### src/rtl/visualizador_7seg_mux_pkg.sv
// rtl/visualizador_7seg_mux_pkg.sv - shared widths and constants for the 7-segment display scanner
package visualizador_7seg_mux_pkg;

  localparam int          BUS_DAT          = 16;
  localparam logic [6:0]  SEG_APAGADO      = 7'b1111111;
  localparam int          DIV_REFRESCO_DEF = 50000;

endpackage

### src/rtl/visualizador_7seg_mux_decodificador.sv
// rtl/visualizador_7seg_mux_decodificador.sv - hex nibble to active-low {g,f,e,d,c,b,a} segments
module decodificador_hex_7seg (
  input  logic [3:0] nibble,
  output logic [6:0] segmentos
);

  always_comb begin
    segmentos = 7'b1111111;
    case (nibble)
      4'h0: segmentos = 7'b1000000;
      4'h1: segmentos = 7'b1111001;
      4'h2: segmentos = 7'b0100100;
      4'h3: segmentos = 7'b0110000;
      4'h4: segmentos = 7'b0011001;
      4'h5: segmentos = 7'b0010010;
      4'h6: segmentos = 7'b0000010;
      4'h7: segmentos = 7'b1111000;
      4'h8: segmentos = 7'b0000000;
      4'h9: segmentos = 7'b0010000;
      4'hA: segmentos = 7'b0001000;
      4'hB: segmentos = 7'b0000011;
      4'hC: segmentos = 7'b1000110;
      4'hD: segmentos = 7'b0100001;
      4'hE: segmentos = 7'b0000110;
      4'hF: segmentos = 7'b0001110;
      default: segmentos = 7'b1111111;
    endcase
  end

endmodule

### src/rtl/visualizador_7seg_mux.sv
// rtl/visualizador_7seg_mux.sv - multiplexed common-anode hex display with frame-aligned value snapshot
module visualizador_7seg_mux
  import visualizador_7seg_mux_pkg::*;
#(
  parameter int CANT_BITS    = BUS_DAT,
  parameter int NUM_DIG      = 4,
  parameter int DIV_REFRESCO = DIV_REFRESCO_DEF,
  parameter int BLANK_CEROS  = 1
) (
  input  logic                 clk,
  input  logic                 rst_n,
  input  logic [CANT_BITS-1:0] dato,
  input  logic                 cargar,
  output logic [6:0]           segmentos,
  output logic                 punto,
  output logic [NUM_DIG-1:0]   anodos,
  output logic                 fin_barrido
);

  localparam int PW = (DIV_REFRESCO > 1) ? $clog2(DIV_REFRESCO) : 1;
  localparam int IW = (NUM_DIG > 1) ? $clog2(NUM_DIG) : 1;
  localparam int EW = 4 * NUM_DIG;

  logic [PW-1:0]        prescaler;
  logic [IW-1:0]        idx;
  logic [CANT_BITS-1:0] pendiente;
  logic [CANT_BITS-1:0] visible;
  logic [EW-1:0]        ext;
  logic [EW-1:0]        resto;
  logic [6:0]           seg_dec;
  logic                 tick;
  logic                 fin_marco;
  logic                 apagar;

  // Bits of the value beyond CANT_BITS read as zero on the display.
  for (genvar b = 0; b < EW; b++) begin : g_ext
    if (b < CANT_BITS) begin : g_bit
      assign ext[b] = visible[b];
    end else begin : g_cero
      assign ext[b] = 1'b0;
    end
  end

  assign tick      = (prescaler == PW'(DIV_REFRESCO - 1));
  assign fin_marco = tick && (idx == IW'(NUM_DIG - 1));
  assign resto     = ext >> {idx, 2'b00};
  // Digit 0 always shows; higher digits blank when they and everything above are zero.
  assign apagar    = (BLANK_CEROS != 0) && (idx != '0) && (resto == '0);

  decodificador_hex_7seg u_dec (
    .nibble    (resto[3:0]),
    .segmentos (seg_dec)
  );

  always_ff @(posedge clk) begin
    if (!rst_n) begin
      prescaler   <= '0;
      idx         <= '0;
      pendiente   <= '0;
      visible     <= '0;
      anodos      <= '1;
      segmentos   <= SEG_APAGADO;
      punto       <= 1'b1;
      fin_barrido <= 1'b0;
    end else begin
      prescaler <= tick ? '0 : prescaler + PW'(1);
      if (tick) begin
        idx <= (idx == IW'(NUM_DIG - 1)) ? '0 : idx + IW'(1);
      end
      if (cargar) begin
        pendiente <= dato;
      end
      // Snapshot only at the frame boundary so a frame never mixes two values.
      if (fin_marco) begin
        visible <= pendiente;
      end
      anodos      <= ~(NUM_DIG'(1) << idx);
      segmentos   <= apagar ? SEG_APAGADO : seg_dec;
      punto       <= (idx != '0);
      fin_barrido <= fin_marco;
    end
  end

endmodule

### config.mk
export PLATFORM = sky130hd
export DESIGN_NAME = visualizador_7seg_mux
export DESIGN_NICKNAME = d
export VERILOG_FILES = /design/src/rtl/visualizador_7seg_mux_pkg.sv /design/src/rtl/visualizador_7seg_mux_decodificador.sv /design/src/rtl/visualizador_7seg_mux.sv
export SDC_FILE = /design/constraint.sdc
export NUM_CORES = 1
export LEC_CHECK = 0
export CELL_PAD_IN_SITES_DETAIL_PLACEMENT = 0
export CELL_PAD_IN_SITES_GLOBAL_PLACEMENT = 1
export CORE_MARGIN = 2
export CORE_UTILIZATION = 35
export CTS_CLUSTER_DIAMETER = 40
export DETAILED_ROUTE_END_ITERATION = 10
export GPL_TIMING_DRIVEN = 1
export PLACE_DENSITY = 0.63
export SYNTH_ARGS = -nofsm -noshare
export SYNTH_HDL_FRONTEND = slang
export SYNTH_SLANG_ARGS = --single-unit
### constraint.sdc
create_clock -name clk -period 3.15 [get_ports clk]
set_input_delay 0.4725 -clock clk [delete_from_list [all_inputs] [get_ports clk]]
set_output_delay 0.4725 -clock clk [all_outputs]
set_load 0.01 [all_outputs]
# After elaboration in Yosys (flattened, before gate mapping)

Memories as Yosys holds them, arrays and structs flattened. A register that Yosys moved wholly into a read port is not among the register bits.
Cells that the tools add are included.

Register bits after elaboration: 56
ROM bits: 112
Input bits: 19
Memories kept: 1

Memory list:

| memory           | depth | width | rd ports | clocked after Yosys merged registers in | write ports | line                                     | source |
|---|---|---|---|---|---|---|---|
| (name not given) | 16    | 7     | 1        | 1                                       | 0           | visualizador_7seg_mux_decodificador.sv:9 | `case (nibble)` |

$add $sub $neg: 2
Equality and inequality tests: 2
Shift operators: 2
Muxes and demuxes: 1
Bitwise gates (word level): 2
Reduce and logical (&&, ||, !) cells: 6

Operator list:

| kind                    | number |
|---|---|
| $add A16 B1 Y16 const B | 1 |
| $eq A16 B16 Y1 const B  | 1 |
| $logic_not A16 Y1       | 1 |
| $shr A16 B4 Y16         | 1 |
| $not A4 Y4              | 1 |
| $reduce_or A2 Y1        | 2 |
| $shl A1 B2 Y4 const A   | 1 |
| $add A2 B1 Y2 const B   | 1 |
| $eq A2 B2 Y1 const B    | 1 |
| $logic_and A1 B1 Y1     | 2 |
| $mux W2                 | 1 |
| $reduce_bool A2 Y1      | 1 |
| $not A1 Y1              | 1 |

# Logic depth before layout (Yosys ltp)

Word-level depth: 4
Depth in mapped cells: 9

# Modules after synthesis

From an unflattened synthesis, not the netlist that was laid out.

Cell total of the unflattened synthesis: 290
Area, all modules: 2743.9 um^2

By module, submodules not included:

| module                 | times used | cells each | area an instance (um^2) | sequential area each (um^2) |
|---|---|---|---|---|
| visualizador_7seg_mux  | 1          | 258        | 2468.6                  | 1241.2 |
| decodificador_hex_7seg | 1          | 32         | 275.3                   | 0.0 |

# Least setup slack after synthesis

Ideal clock, no wire load.

Kind: reg2reg
From: reg idx[0]
To: reg segmentos[4]
Data arrival time: 2407 ps
Data required time: 3071 ps
Slack: 664 ps
Stages on the path, launching flop included: 10
Period minus slack after synthesis: 2486 ps
Path through: dfxtp_1 buf_6 mux4_1 inv_1 ha_1 nor4b_1 o21ai_0 or3_1 o211a_1 o211ai_1

Longest elaborated chain between the ends: 4

RTL lines:

| element                           | line                        | source |
|---|---|---|
| start: declaration                | visualizador_7seg_mux.sv:25 | `logic [IW-1:0] idx;` |
| start signal: assignment          | visualizador_7seg_mux.sv:68 | `idx <= (idx == IW'(NUM_DIG - 1)) ? '0 : idx + IW'(1);` |
| $shr A16 B4 Y16                   | visualizador_7seg_mux.sv:46 | `assign resto = ext >> {idx, 2'b00};` |
| $logic_not A16 Y1                 | visualizador_7seg_mux.sv:48 | `assign apagar = (BLANK_CEROS != 0) && (idx != '0) && (resto == '0);` |
| $logic_and A1 B1 Y1               | visualizador_7seg_mux.sv:48 |  |
| $reduce_or A2 Y1 (no source line) | --                          |  |
| end: declaration                  | visualizador_7seg_mux.sv:14 | `output logic [6:0] segmentos,` |

Parallel ways exist; a longest one is shown, timed or not.
A chain may end at the register's enable or synchronous reset.

# Worst setup path after layout

Ends and elaborated chain as after synthesis.

==> flow_metrics.tcl <==
set metrics [dict create \
    status "finished clean" \
    cp_num_buf_inv 1 \
    hold_class "reg2reg" \
    drtIter0Drc 57 \
    grt_usage_pct 14.05 \
    peakVddDrop_v 0.0001878 \
    slew_viol_final 0 \
    crit_type "reg2reg" \
    first_pass_iters 4 \
    fin_skew_ps 13.25 \
    cts.path.max_buffers 2 \
    grt_overflow 0 \
    initial_core_util_pct 36.44 \
    cts_resized 0 \
    postLayoutCoreUtil_pct 44.39 \
    cts.clk_slew.worst_paths_ps 80 \
    async_reset_ff_share_pct 0 \
    post-cts-setup-buffers 0 \
    cts_tree "yes" \
    setup_tns_ps 0 \
    r2r_slack_ps 530 \
    ioPinCount 32 \
    total_power_mw 1.685 \
    routedWlPerCell_um 13.15 \
    dieArea_um2 8822 \
    clock_sinks 62 \
    synth.yosys.seq_area_share_pct 43.85 \
    max_slew_margin_pct 64.04 \
    worstPathRequired_ps 3400 \
    core_um2 7767 \
    p_leak_nw 1.416 \
    grt_pass1_vias 1910 \
    nFillCells 780 \
    postSynthNetCount 315 \
    fin_nets 348 \
    layout_setup_ws_ps 529.3 \
    grt_pass1_wl_um 9604 \
    worstSetupStartpointType "flop" \
    hpwl_um 3926 \
    ys_types 44 \
    vias 2042 \
    critPathCaptureType "flop" \
    rsz0062_at_grt "false" \
    synth-main-ff-cell "dfxtp_1" \
    antenna_found_initial 0 \
    critical_path.max_fanout 7 \
    cp_cell_sequence "mux4_1 -> inv_1 -> ha_1 -> nor4b_1 -> o21ai_0 -> or3_1 -> o211a_1 -> o211ai_1" \
    drc_errors 0 \
    powerDensity_nw_per_um2 488.5 \
    grt_max_degree 33 \
    num_rows 32 \
    slowest_stage "mux4_1" \
    netlist_instances 286 \
    layout-drive-gt1-share_pct 7.407 \
    path_delay_family "multiplexers" \
    mostFrequentLayoutCell "dfxtp_1" \
    synth_warnings 0 \
    cap_viol_max_count 0 \
    routed_wl_um 5603 \
    root_buffer "clkbuf_8" \
    final_cell_mix "dfxtp_1 (62), mux2i_1 (33), nor2b_1 (33), clkdlybuf4s50_1 (31), nand2_1 (23)" \
    fin_crit_sh_pct 83.20 \
    critPathArrivalTime_ps 2880 \
    syn_area_um2 2830 \
    antenna_cells 0 \
    area_growth_pct 21.84 \
    gp_congestion 0.8051 \
    die_h_um 93.93 \
    setup_viol 0 \
    cts_buffers 9 \
    place_ws_ps 558.9 \
    ys_ff_latch 62 \
    period_needed_ps 2621 \
    portBuffers 31 \
    ant_nets 0 \
    cts-htree-levels 3 \
    die_w_um 93.93 \
    slowest_delay_ps 620 \
    postCtsHoldBufs 0 \
    synth_edf_count 0 \
    worstMarginPinSlew_ps 535.2 \
    routed_via_density 4.793 \
    fmax_ghz 0.3816 \
    hold_viol 0 \
    avgSynthCellArea_um2 9.896 \
    clock_latency_ps 340 \
]
==> final cells by class <==
cell class	instances	area [um^2]	share of cell area (%)
Multi-Input combinational cell	203	1485	43.07
Sequential cell	62	1241	35.99
Timing Repair Buffer	35	340.3	9.869
Clock buffer	10	137.6	3.991
Tap cell	102	127.6	3.701
Clock inverter	6	85.08	2.467
Inverter	8	31.28	0.9071
==> worst reg2reg max path: cells and delay by family (launching register included) <==
kind,cells,cell delay [ps]
and+or+nand+nor,2,620
buffers and inverters,1,170
adders and majority gates,1,250
DFF,1,370
muxes,1,620
AOI/OAI and AO/OA,3,500
==> final timing paths <==
path	from	to	depth (start not counted)
setup / recovery	idx[0]	segmentos[4]	8
hold reg to reg	prescaler[0]	prescaler[0]	1
hold / removal	prescaler[0]	prescaler[0]	1
setup reg to reg	idx[0]	segmentos[4]	8
==> synth_stat cells (5+ instances only) <==
| cell | number | area [um^2] |
|---|---|---|
| nand3_1 | 5 | 25.02 |
| xor2_1 | 7 | 61.31 |
| and3_1 | 5 | 31.28 |
| nor2b_1 | 33 | 206.5 |
| inv_1 | 7 | 26.28 |
| a21oi_1 | 6 | 30.03 |
| mux2i_1 | 33 | 330.3 |
| ha_1 | 10 | 125.1 |
| dfxtp_1 | 62 | 1241 |
| nor2_1 | 19 | 71.32 |
| or3_1 | 5 | 31.28 |
| nand2_1 | 23 | 86.33 |
| clkbuf_1 | 6 | 22.52 |
| xnor2_1 | 7 | 61.31 |
==> sequential cells by signal (all words and copies together) (netlist names) <==
register / count
fin_barrido: 1
ext: 16
segmentos: 7
idx: 2
pendiente: 16
anodos: 4
prescaler: 16
==> through the flow <==
| step | instances | instance area (um^2) | hold WS [ps] |
|---|---|---|---|
| finish | 426 | 3448 | 449.4 |
| global route | 426 | 3448 | 492.1 |
| CTS | 426 | 3448 | 453.2 |
| detailed placement | 410 | 3226 | 435.2 |
| global placement | 410 | 3226 | 431.4 |
| floorplan | 286 | 2830 | 417.5 |
==> layer usage <==
| metal | wire [um] | vias to the layer above | global-route usage (%) |
|---|---|---|---|
| met2 | 2231 | 36 | 18.81 |
| li1 | - | 1062 | - |
| met5 | 0 | - | 0 |
| met3 | 209 | 7 | 4.093 |
| met4 | 78 | 0 | 5.072 |
| met1 | 3084 | 937 | 21.07 |
==> report_power, final <==
group / internal [mW] / switching [mW]
registers: 0.804 / 0.0104
clock network: 0.464 / 0.320
logic: 0.0530 / 0.0328
total: 1.32 / 0.364
==> cells by family (layout without fill, tap and decap cells) <==
kind of cell	Yosys count	in the layout	share of synthesized area, %
compound gates	30	30	6.985
flops	62	62	43.85
xor+xnor	14	14	4.333
buf+inv	21	59	3.669
fa+ha+maj	10	10	4.421
simple gates	112	112	21.49
mux	37	37	15.25
No activity file was read; power rests on OpenSTA's default activity.
